**config.mk**
```make
export PLATFORM = sky130hd
export DESIGN_NAME = arb_rr_nch_flat
export DESIGN_NICKNAME = d
export VERILOG_FILES = /design/src/rtl/arb_rr_nch_if.sv /design/src/rtl/arb_rr_nch.sv /design/src/flat_wrapper.sv
export SDC_FILE = /design/constraint.sdc
export NUM_CORES = 1
export LEC_CHECK = 0
export ABC_AREA = 0
export BUFFER_PORTS_ARGS = -buffer_cell sky130_fd_sc_hd__buf_2
export CAP_MARGIN = 40
export CORE_MARGIN = 3
export CORE_UTILIZATION = 57
export CTS_BUF_LIST = sky130_fd_sc_hd__clkbuf_2 sky130_fd_sc_hd__clkbuf_4 sky130_fd_sc_hd__clkbuf_8
export DETAILED_ROUTE_END_ITERATION = 6
export MAX_ROUTING_LAYER = met4
export PLACE_DENSITY = 0.86
export REMOVE_ABC_BUFFERS = 1
export SETUP_SLACK_MARGIN = 0.02
export SYNTH_ARGS = -nofsm -noshare
export SYNTH_HDL_FRONTEND = slang
export SYNTH_SLANG_ARGS = --single-unit
```
**constraint.sdc**
```tcl
create_clock -name CLK -period 4.25 [get_ports CLK]
set_input_delay 0 -clock CLK [delete_from_list [all_inputs] [get_ports CLK]]
set_output_delay 0 -clock CLK [all_outputs]
set_load 0.1 [all_outputs]
```
**src/rtl/arb_rr_nch_if.sv**
```systemverilog
// Bundle between N producers, the arbiter and the single downstream consumer.
// The master modport drives the producer/consumer side; the slave modport is the arbiter.
interface arb_rr_nch_if #(
   parameter int NUM_CH = 3,
   parameter int WIDTH  = 8,
   parameter int CNT_W  = 8,
   parameter int ID_W   = $clog2(NUM_CH)
);
   logic [NUM_CH-1:0]       i_DataValid;
   logic [NUM_CH*WIDTH-1:0] i_DataIn;
   logic [NUM_CH-1:0]       o_DataGrant;
   logic                    i_PrioMode;
   logic                    i_DataGrant_D;
   logic                    o_DataValid_D;
   logic [WIDTH-1:0]        o_DataOut_D;
   logic [ID_W-1:0]         o_ChanId_D;
   logic                    i_DropClr;
   logic [NUM_CH*CNT_W-1:0] o_DropCnt;

   modport master (
      output i_DataValid, i_DataIn, i_PrioMode, i_DataGrant_D, i_DropClr,
      input  o_DataGrant, o_DataValid_D, o_DataOut_D, o_ChanId_D, o_DropCnt
   );

   modport slave (
      input  i_DataValid, i_DataIn, i_PrioMode, i_DataGrant_D, i_DropClr,
      output o_DataGrant, o_DataValid_D, o_DataOut_D, o_ChanId_D, o_DropCnt
   );
endinterface

```
**src/rtl/arb_rr_nch.sv**
```systemverilog
// N-channel buffered arbiter: per-channel show-ahead FIFOs merged onto one registered
// valid/grant output, round-robin or fixed-priority, with saturating per-channel drop counters.
module arb_rr_nch #(
   parameter int NUM_CH     = 3,
   parameter int WIDTH      = 8,
   parameter int FIFO_DEPTH = 8,
   parameter int CNT_W      = 8,
   parameter int ID_W       = $clog2(NUM_CH)
) (
   input logic         CLK,
   input logic         SynReset,
   arb_rr_nch_if.slave bus
);
   localparam int AW = $clog2(FIFO_DEPTH);
   localparam logic [CNT_W-1:0] CNT_MAX = {CNT_W{1'b1}};

   logic [WIDTH-1:0]  fifoMem_r [NUM_CH][FIFO_DEPTH];
   logic [AW:0]       wrPtr_r   [NUM_CH];
   logic [AW:0]       rdPtr_r   [NUM_CH];
   logic [CNT_W-1:0]  dropCnt_r [NUM_CH];
   logic [NUM_CH-1:0] full_s, empty_s, push_s, pop_s, drop_s;
   logic [ID_W-1:0]   rrPtr_r, winner_s, cand_s;
   logic [ID_W:0]     sum_s;
   logic              anyReady_s, loadEn_s;
   logic              validD_r;
   logic [WIDTH-1:0]  dataD_r, head_s;
   logic [ID_W-1:0]   chanIdD_r;

   // FIFO status and write-side decode, all from registered pointers
   always_comb begin
      for (int k = 0; k < NUM_CH; k++) begin
         empty_s[k] = (wrPtr_r[k] == rdPtr_r[k]);
         full_s[k]  = (wrPtr_r[k][AW] != rdPtr_r[k][AW]) &&
                      (wrPtr_r[k][AW-1:0] == rdPtr_r[k][AW-1:0]);
         push_s[k]  = bus.i_DataValid[k] & ~full_s[k];
         drop_s[k]  = bus.i_DataValid[k] & full_s[k];
      end
   end

   // Winner search: walk candidates from lowest to highest priority so the last hit wins
   always_comb begin
      winner_s   = {ID_W{1'b0}};
      anyReady_s = 1'b0;
      sum_s      = {(ID_W+1){1'b0}};
      cand_s     = {ID_W{1'b0}};
      for (int off = NUM_CH - 1; off >= 0; off--) begin
         sum_s = {1'b0, rrPtr_r} + (ID_W+1)'(off);
         if (bus.i_PrioMode) begin
            cand_s = ID_W'(off);
         end else if (sum_s >= (ID_W+1)'(NUM_CH)) begin
            cand_s = ID_W'(sum_s - (ID_W+1)'(NUM_CH));
         end else begin
            cand_s = sum_s[ID_W-1:0];
         end
         winner_s   = empty_s[cand_s] ? winner_s : cand_s;
         anyReady_s = anyReady_s | ~empty_s[cand_s];
      end
   end

   assign loadEn_s = ~validD_r | bus.i_DataGrant_D;
   assign head_s   = fifoMem_r[winner_s][rdPtr_r[winner_s][AW-1:0]];

   // Pop strobes: only the winner, only when the output register can load
   always_comb begin
      for (int k = 0; k < NUM_CH; k++) begin
         pop_s[k] = loadEn_s & anyReady_s & (winner_s == ID_W'(k));
      end
   end

   // FIFO storage and pointers; full is judged before the pop, so a pop never frees a slot same-cycle
   always_ff @(posedge CLK) begin
      for (int k = 0; k < NUM_CH; k++) begin
         if (SynReset) begin
            wrPtr_r[k] <= {(AW+1){1'b0}};
            rdPtr_r[k] <= {(AW+1){1'b0}};
         end else begin
            if (push_s[k]) begin
               fifoMem_r[k][wrPtr_r[k][AW-1:0]] <= bus.i_DataIn[k*WIDTH +: WIDTH];
               wrPtr_r[k] <= wrPtr_r[k] + (AW+1)'(1);
            end
            if (pop_s[k]) begin
               rdPtr_r[k] <= rdPtr_r[k] + (AW+1)'(1);
            end
         end
      end
   end

   // Output register and round-robin pointer
   always_ff @(posedge CLK) begin
      if (SynReset) begin
         validD_r  <= 1'b0;
         dataD_r   <= {WIDTH{1'b0}};
         chanIdD_r <= {ID_W{1'b0}};
         rrPtr_r   <= {ID_W{1'b0}};
      end else if (loadEn_s) begin
         if (anyReady_s) begin
            validD_r  <= 1'b1;
            dataD_r   <= head_s;
            chanIdD_r <= winner_s;
            rrPtr_r   <= (winner_s == ID_W'(NUM_CH - 1)) ? {ID_W{1'b0}} : winner_s + ID_W'(1);
         end else begin
            validD_r <= 1'b0;
         end
      end
   end

   // Saturating drop counters; clear beats a same-cycle increment
   always_ff @(posedge CLK) begin
      for (int k = 0; k < NUM_CH; k++) begin
         if (SynReset || bus.i_DropClr) begin
            dropCnt_r[k] <= {CNT_W{1'b0}};
         end else if (drop_s[k] && (dropCnt_r[k] != CNT_MAX)) begin
            dropCnt_r[k] <= dropCnt_r[k] + CNT_W'(1);
         end
      end
   end

   assign bus.o_DataGrant   = ~full_s;
   assign bus.o_DataValid_D = validD_r;
   assign bus.o_DataOut_D   = dataD_r;
   assign bus.o_ChanId_D    = chanIdD_r;

   genvar g;
   for (g = 0; g < NUM_CH; g++) begin : gDropOut
      assign bus.o_DropCnt[g*CNT_W +: CNT_W] = dropCnt_r[g];
   end
endmodule

```
**src/flat_wrapper.sv**
```systemverilog
// flat-port wrapper written by rule: the top's interface ports become plain ports
module arb_rr_nch_flat 
#(
   parameter int NUM_CH     = 3,
   parameter int WIDTH      = 8,
   parameter int FIFO_DEPTH = 8,
   parameter int CNT_W      = 8,
   parameter int ID_W       = $clog2(NUM_CH)
)
  (CLK, SynReset, bus_i_DataValid, bus_i_DataIn, bus_i_PrioMode, bus_i_DataGrant_D, bus_i_DropClr, bus_o_DataGrant, bus_o_DataValid_D, bus_o_DataOut_D, bus_o_ChanId_D, bus_o_DropCnt);
  arb_rr_nch_if #(.NUM_CH(NUM_CH), .WIDTH(WIDTH), .CNT_W(CNT_W), .ID_W(ID_W)) bus_i ();
  input logic CLK;
  input logic SynReset;
  input wire logic [$bits(bus_i.i_DataValid)-1:0] bus_i_DataValid;
  input wire logic [$bits(bus_i.i_DataIn)-1:0] bus_i_DataIn;
  input wire logic [$bits(bus_i.i_PrioMode)-1:0] bus_i_PrioMode;
  input wire logic [$bits(bus_i.i_DataGrant_D)-1:0] bus_i_DataGrant_D;
  input wire logic [$bits(bus_i.i_DropClr)-1:0] bus_i_DropClr;
  output wire logic [$bits(bus_i.o_DataGrant)-1:0] bus_o_DataGrant;
  output wire logic [$bits(bus_i.o_DataValid_D)-1:0] bus_o_DataValid_D;
  output wire logic [$bits(bus_i.o_DataOut_D)-1:0] bus_o_DataOut_D;
  output wire logic [$bits(bus_i.o_ChanId_D)-1:0] bus_o_ChanId_D;
  output wire logic [$bits(bus_i.o_DropCnt)-1:0] bus_o_DropCnt;
  assign bus_i.i_DataValid = bus_i_DataValid;
  assign bus_i.i_DataIn = bus_i_DataIn;
  assign bus_i.i_PrioMode = bus_i_PrioMode;
  assign bus_i.i_DataGrant_D = bus_i_DataGrant_D;
  assign bus_i.i_DropClr = bus_i_DropClr;
  assign bus_o_DataGrant = bus_i.o_DataGrant;
  assign bus_o_DataValid_D = bus_i.o_DataValid_D;
  assign bus_o_DataOut_D = bus_i.o_DataOut_D;
  assign bus_o_ChanId_D = bus_i.o_ChanId_D;
  assign bus_o_DropCnt = bus_i.o_DropCnt;
  arb_rr_nch #(.NUM_CH(NUM_CH), .WIDTH(WIDTH), .FIFO_DEPTH(FIFO_DEPTH), .CNT_W(CNT_W), .ID_W(ID_W)) u_core (.CLK(CLK), .SynReset(SynReset), .bus(bus_i));
endmodule
```
-- Word level (Yosys, flattened, before mapping)
Memory sizes are Yosys's and may differ from the RTL's.
Index checks and enable logic that the tools add are counted.
- register bits after elaboration: 13
- memory bits (writable): 240
- input port bits: 32
- output and inout port bits: 38
- word-level logic and storage cells: 165
- memories: 4
- memory list (memory ; depth ; bits a word ; read ports ; clocked after memory_dff ; write ports ; RTL line ; RTL):
    u_core.fifoMem_r ; 3 ; 64 ; 1 ; 0 ; 3 ; arb_rr_nch.sv:17 ; logic [WIDTH-1:0] fifoMem_r [NUM_CH][FIFO_DEPTH];
    u_core.dropCnt_r ; 3 ; 8 ; 3 ; 0 ; 3 ; arb_rr_nch.sv:20 ; logic [CNT_W-1:0] dropCnt_r [NUM_CH];
    u_core.rdPtr_r ; 3 ; 4 ; 4 ; 0 ; 3 ; arb_rr_nch.sv:19 ; logic [AW:0] rdPtr_r [NUM_CH];
    u_core.wrPtr_r ; 3 ; 4 ; 3 ; 0 ; 3 ; arb_rr_nch.sv:18 ; logic [AW:0] wrPtr_r [NUM_CH];
- add/sub/neg operators: 15
- order comparisons: 13
- equal/unequal tests: 14
- muxes and demuxes: 69
- bitwise operators: 34
- reductions and logical operators: 12
- operators with widths (cell ; number):
    64-bit 2-to-1 mux ; 3
    8-bit demux with 3-bit select ; 3
    8-bit 2-to-1 mux ; 8
    1-bit 2-to-1 mux ; 35
    4-bit by 1-bit adder with 4-bit output, second input constant ; 6
    8-bit by 1-bit adder with 8-bit output, second input constant ; 3
    8-bit binary-select mux with 3-bit select ; 1
    4-bit 2-to-1 mux ; 6
    8-bit != test, second input constant ; 3
    2-bit 2-to-1 mux ; 10
    4-bit greater-or-equal comparator, second input constant ; 4
    3-bit NOT with 4-bit output ; 4
    4-bit == test ; 3
    4-bit by 1-bit less-than comparator with 1-bit output, second input constant ; 3
    1-bit OR ; 12
    1-bit bitwise AND ; 10
    3-bit == test ; 3
    1-bit logical AND ; 9
    2-bit by 3-bit less-than comparator with 1-bit output, second input constant ; 3
    1-bit NOT ; 7
    1-bit binary-select mux with 2-bit select ; 3
    3-bit by 2-bit greater-or-equal comparator with 1-bit output, second input constant ; 2
    2-bit subtractor, second input constant ; 3
    2-bit by 1-bit adder with 3-bit output, second input constant ; 1
    other kinds (10) ; 12

-- Longest topological paths before layout
Gate-level depths: netlist (run 1).
- word-level depth: 15
- mapped depth: 14
- depth with buffers taken out: 11

-- Worst setup path before layout (run 1)
OpenSTA, ideal clock, no wires.
- path type: flip-flop to flip-flop
- start: memory u_core.wrPtr_r[0][1] in the netlist's numbering
- end: memory u_core.fifoMem_r[0][24] in the netlist's numbering, enable pin
- arrival time: 2.909 ns
- required time: 3.865 ns
- path slack: 0.955 ns
- cell stages (with the launch flop): 8
- buffers on the path: 1
- period minus slack after synthesis: 3.295 ns
- cells stage by stage: edfxtp_1 -> clkbuf_1 -> xor2_1 -> nor3_1 -> nand2_1 -> nand3_1 -> or2_2 -> nor3b_1
- RTL lines (element ; RTL line):
    from (decl) ; arb_rr_nch.sv:18
    to (decl) ; arb_rr_nch.sv:17

==> results of run 1 <==
[kinds of logic after synthesis]
| family | Yosys count | share of synthesized area [%] |
|---|---|---|
| buf+inv | 69 | 2.61 |
| fa+ha+maj | 11 | 1.20 |
| mux | 43 | 3.94 |
| xor+xnor | 42 | 3.28 |
| compound gates | 166 | 10.2 |
| simple gates | 302 | 13.5 |
| flops | 253 | 65.3 |
[sequential cells by signal, summed over array words and instances, names as in the netlist]
name	count
u_core.dropCnt_r	24
u_core.bus.o_DataValid_D	1
u_core.bus.o_ChanId_D	2
u_core.rdPtr_r	12
u_core.bus.o_DataOut_D	8
u_core.wrPtr_r	12
u_core.rrPtr_r	2
u_core.fifoMem_r	192
[what timing repair did]
item,in CTS,in global routing
hold buffers,30,0
endpoints found under the hold margin,218,0
resized for setup,0,0
[through the flow]
step	hold WS (ns)	setup TNS, ns	std cells	setup WS, ns
after CTS	0.0244	0	1305	0.323
after global routing	0.0617	0	1307	0.108
after global placement	0.266	0	1198	0.475
after floorplan	0.0691	-1.49	834	-0.172
final	0.0483	0	1307	0.298
after detailed placement	0.281	0	1204	0.342
[metal layers]
layer  vias to the layer above  share of wire, %
met4                         0               2.6
met2                       450                46
met1                      3798                41
met3                        71                10
met5                         -                 0
li1                       3626                 -
[cell usage after synthesis (all sizes together), types with 17 or more instances]
library cell,instances,area [µm²]
clkbuf,34,128
mux2i,27,270
nand2b,19,119
xor2,31,279
nor3,35,175
edfxtp,240,7210
nand3,31,155
inv,17,63.8
buf,18,108
o211ai,20,160
a31oi,23,144
nand2,60,225
nor2,73,279
o21ai,45,229
[final cells by class]
class                           instances  share of cell area, %
Sequential cell                       253                   56.3
Multi-Input combinational cell        564                   27.7
Timing Repair Buffer                  136                   6.87
Clock buffer                           50                   4.76
Tap cell                              265                   2.50
Clock inverter                         21                   1.35
Inverter                               17                  0.481
Antenna cell                            1                 0.0189
[final timing paths]
path,end,slack (ns),cells after the start,startpoint
hold reg to reg,u_core.rrPtr_r[0],0.48,2,u_core.rrPtr_r[0]
hold / removal,u_core.dropCnt_r[1][2],0.05,3,bus_i_DropClr
setup reg to reg,u_core.bus.o_DataOut_D[7],0.30,10,u_core.wrPtr_r[2][1]
setup / recovery,u_core.bus.o_DataOut_D[7],0.30,10,u_core.wrPtr_r[2][1]
[power breakdown]
part / internal [mW] / switching [mW]
combinational: 0.995 / 2.31
clock: 1.17 / 0.951
sequential: 2.96 / 0.157
[critical path, cell delays in order, from the launching register on]
cell	delay [ns]
edfxtp_1	0.54
xor2_2	0.23
or4_4	0.61
or4_4	0.43
a21o_1	0.32
o21a_1	0.52
buf_4	0.34
mux2_1	0.32
o21ai_0	0.18
a21oi_1	0.11
o31ai_2	0.26
==> flow_metrics.env, run 1 <==
export IMPL_status="finished, final reports clean"
export IMPL_dieArea_um2=21800
export IMPL_end_kind="flip-flop"
export IMPL_ys_ff_latch=253
export IMPL_ios=70
export IMPL_crit_required_ns=4.71
export IMPL_use_met3_pct=5.70
export IMPL_multi_input_area_um2=3670
export IMPL_layout_commonest_cell="edfxtp_1"
export IMPL_syn2layout_area_growth_pct=15.9
export IMPL_maxCapViolations=0
export IMPL_gp_congestion=0.927
export IMPL_clkSinkCount=253
export IMPL_setup_viol=0
export IMPL_fill_cells=1382
export IMPL_ys_async_sr_fraction_pct=0
export IMPL_final_util_pct=67.7
export IMPL_syn_area_per_cell_um2=12.9
export IMPL_grt_pass1_wl_um=42200
export IMPL_ys_warn_count=0
export IMPL_via_per_inst=6.08
export IMPL_clock_skew_ns=0.0279
export IMPL_drt_initial_drc_count=721
export IMPL_overflow=0
export IMPL_detail_route_first_pass_iterations=5
export IMPL_critPathMaxFanout=19
export IMPL_leakage_nw=4.63
export IMPL_htreeDepth=2
export IMPL_initial_core_util_pct=58.4
export IMPL_grt_max_degree=53
export IMPL_drt_total_wl_um=27300
export IMPL_final_cell_mix="240 x edfxtp_1, 74 x buf_2, 71 x nor2_1, 60 x nand2_1, 43 x o21ai_0"
export IMPL_antenna_found_initial=1
export IMPL_numCtsBuffers=40
export IMPL_cts_setup_buffers=0
export IMPL_grt_busiest_layer="met2"
export IMPL_power_density_nw_per_um2=644
export IMPL_fmax_mhz=253
export IMPL_drc=0
export IMPL_dr_total_vias=7945
export IMPL_cp_start_kind="flip-flop"
export IMPL_clock_tree_buffer_depth=3
export IMPL_hold_viol_final=0
export IMPL_antenna_left=0
export IMPL_clkTransAtPathRegs_ns=0.06
export IMPL_ys_seq_area_share_pct=65.3
export IMPL_grt_usage_pct=25.8
export IMPL_cts_tree="built"
export IMPL_seq_area_um2=7470
export IMPL_syn_area_um2=11400
export IMPL_io_buffers=69
export IMPL_dpl_hpwl_um=18200
export IMPL_critPathArrivalTime_ns=4.41
export IMPL_netlist_instances=886
export IMPL_rsz0062_at_grt="no"
export IMPL_fin_crit_sh_pct=93.0
export IMPL_wl_per_cell_um=20.9
export IMPL_grt_pass1_vias=7628
export IMPL_placed_area_um2=12100
export IMPL_clk_latency_ns=0.55
export IMPL_fp_dieW_um=148
export IMPL_drv_slew=0
export IMPL_die_h_um=148
export IMPL_min_path_type="in2reg"
export IMPL_use_met1_pct=35.3
export IMPL_slew_headroom_pct=35.2
export IMPL_ys_types=60
export IMPL_ir_drop_uv=331
export IMPL_critPathKind="reg2reg"
export IMPL_min_period_ns=3.95
export IMPL_core_um2=19600
export IMPL_nets=1055
export IMPL_drive_above_1_share_pct=19.0
export IMPL_rows=51
export IMPL_grt_use_met2_pct=38.9
export IMPL_total_power_mw=8.54
export IMPL_ctsRootBufferMaster="clkbuf_8"
export IMPL_final_area_um2=13300
export IMPL_yosys_most_used_dff="edfxtp_1"
export IMPL_max_slew_worst_pin_slew_ns=0.966
export IMPL_synth_edf_count=240
(Power assumes the default switching activity.)
==> run 2: changes to the inputs <==
clock period = 4.6 ns   (was 4.25 ns; I/O delays follow)
==> run 2 against run 1 <==
  * Clock-buffer cell count increased by 1
  * Hold slack got worse by 0.025 ns
  * Die area unchanged
  * Largest cell class unchanged
  * Largest power group unchanged
==> flow_metrics.env, run 2 (synthesized netlist as in run 1, its figures left out) <==
export IMPL_status="finished, final reports clean"
export IMPL_drive_above_1_share_pct=19.3
export IMPL_critPathKind="reg2reg"
export IMPL_drc=0
export IMPL_core_um2=19600
export IMPL_htreeDepth=2
export IMPL_r2r_slack_ns=0.65
export IMPL_rsz0062_at_grt="no"
export IMPL_slew_headroom_pct=43.3
export IMPL_ir_drop_uv=289
export IMPL_final_cell_mix="240 x edfxtp_1, 77 x buf_2, 71 x nor2_1, 60 x nand2_1, 43 x o21ai_0"
export IMPL_initial_core_util_pct=58.4
export IMPL_grt_pass1_wl_um=42200
export IMPL_min_from="bus_i_DropClr"
export IMPL_io_buffers=69
export IMPL_multi_input_area_um2=3670
export IMPL_timing_rr_start="u_core.wrPtr_r[2][1]"
export IMPL_dieArea_um2=21800
export IMPL_grt_usage_pct=25.6
export IMPL_clkTransAtPathRegs_ns=0.06
export IMPL_clock_skew_ns=0.0346
export IMPL_end_kind="flip-flop"
export IMPL_setup_viol=0
export IMPL_clk_latency_ns=0.55
export IMPL_drv_slew=0
export IMPL_min_to="u_core.dropCnt_r[1][0]"
export IMPL_overflow=0
export IMPL_fmax_mhz=253
export IMPL_fin_crit_sh_pct=86.0
export IMPL_nets=1054
export IMPL_antenna_found_initial=0
export IMPL_power_density_nw_per_um2=593
export IMPL_critPathArrivalTime_ns=4.37
export IMPL_numCtsBuffers=40
export IMPL_cts_hold_buf=30
export IMPL_rows=51
export IMPL_drt_initial_drc_count=842
export IMPL_min_path_cells=3
export IMPL_ctsRootBufferMaster="clkbuf_8"
export IMPL_final_cells=1305
export IMPL_dp_cells=1204
export IMPL_cts_repair_resized=0
export IMPL_antenna_left=0
export IMPL_leakage_nw=4.63
export IMPL_hold_viol_final=0
export IMPL_cts_setup_buffers=0
export IMPL_ff2ff_path_depth=9
export IMPL_min_path_type="in2reg"
export IMPL_largest_reg_flops=192
export IMPL_via_per_inst=5.99
export IMPL_max_slew_worst_pin_slew_ns=0.848
export IMPL_cts_tree="built"
export IMPL_worst_r2r_endpoint="u_core.bus.o_DataOut_D[0]"
export IMPL_layout_commonest_cell="edfxtp_1"
export IMPL_clkSinkCount=253
export IMPL_dpl_hpwl_um=18200
export IMPL_fp_dieW_um=148
export IMPL_maxCapViolations=0
export IMPL_die_h_um=148
export IMPL_diodes=0
export IMPL_cp_start_kind="flip-flop"
export IMPL_grt_pass1_vias=7671
export IMPL_seq_area_um2=7470
export IMPL_detail_route_first_pass_iterations=5
export IMPL_fill_cells=1418
export IMPL_drt_total_wl_um=26900
export IMPL_wl_per_cell_um=20.6
export IMPL_gp_congestion=0.918
export IMPL_ios=70
export IMPL_min_period_ns=3.95
export IMPL_clock_tree_buffer_depth=3
export IMPL_dr_total_vias=7812
export IMPL_crit_required_ns=5.01
export IMPL_syn2layout_area_growth_pct=15.7
export IMPL_critPathMaxFanout=12
export IMPL_final_setup_tns_ns=0
export IMPL_grt_max_degree=53
==> run 2: cell types whose count changed in the layout (fill, tap and decap cells not counted), sizes merged <==
| cell | delta |
|---|---|
| clkinv | +3 |
| clkinvlp | -2 |
| buf | -1 |
| bufinv | -1 |
| clkbuf | +1 |
| diode | -1 |
| inv | -1 |
==> run 2: worst max path at each step <==
stage / depth (start not counted) / end / from
final: 9 / u_core.bus.o_DataOut_D[0] / u_core.wrPtr_r[2][1]
after global routing: 9 / u_core.bus.o_DataOut_D[3] / u_core.wrPtr_r[2][1]
after CTS: 9 / u_core.bus.o_DataOut_D[0] / u_core.wrPtr_r[2][1]
after detailed placement: 9 / u_core.bus.o_DataOut_D[5] / u_core.wrPtr_r[2][1]
after global placement: 10 / u_core.bus.o_DataOut_D[4] / u_core.wrPtr_r[0][1]
after floorplan: 9 / u_core.bus.o_DataOut_D[3] / u_core.rdPtr_r[2][0]
==> run 2: layout make-up <==
type	count	share of cell area, %
Multi-Input combinational cell	564	27.8
Sequential cell	253	56.4
Timing Repair Buffer	135	6.83
Tap cell	265	2.51
Clock inverter	20	1.16
Clock buffer	51	4.83
Inverter	17	0.482
==> run 2: worst max-delay path, stage by stage, from the launching register on <==
cell and delay, ns:
edfxtp_1 0.55, xor2_2 0.24, or4_4 0.61, or4_4 0.43, a21o_1 0.32, o21ai_2 0.58, nand3_1 0.50, o22a_1 0.32
a31oi_1 0.18, o31ai_2 0.09
==> run 2: layer usage <==
layer	vias to the layer above	share of wire (%)	GRT usage (%)	wire, µm
met5	-	0	-	0
met4	0	2.2	8.53	592
met3	54	9.0	4.60	2430
met2	396	47	39.0	12500
met1	3737	42	35.5	11300
li1	3625	-	-	-
==> run 2: where the power goes <==
group          internal, mW  leakage (nW)  switching (mW)
Sequential             2.73          2.37           0.154
Clock                  1.03         0.422           0.860
Combinational         0.940          1.84            2.13
==> run 2: through the flow <==
step / power, mW / util, % / cell area (µm²) / worst slack [ns] / hold WS [ns]
2_1_floorplan: 5.04 / - / 11200 / 0.178 / 0.0691
3_5_place_dp: 5.90 / 62.0 / 12100 / 0.672 / 0.280
3_3_place_gp: 5.81 / 61.7 / 12100 / 0.694 / 0.265
5_1_grt: 8.21 / 67.6 / 13200 / 0.482 / 0.0535
6_report: 7.84 / 67.6 / 13200 / 0.645 / 0.0233
4_1_cts: 7.82 / 67.6 / 13200 / 0.655 / 0.00531
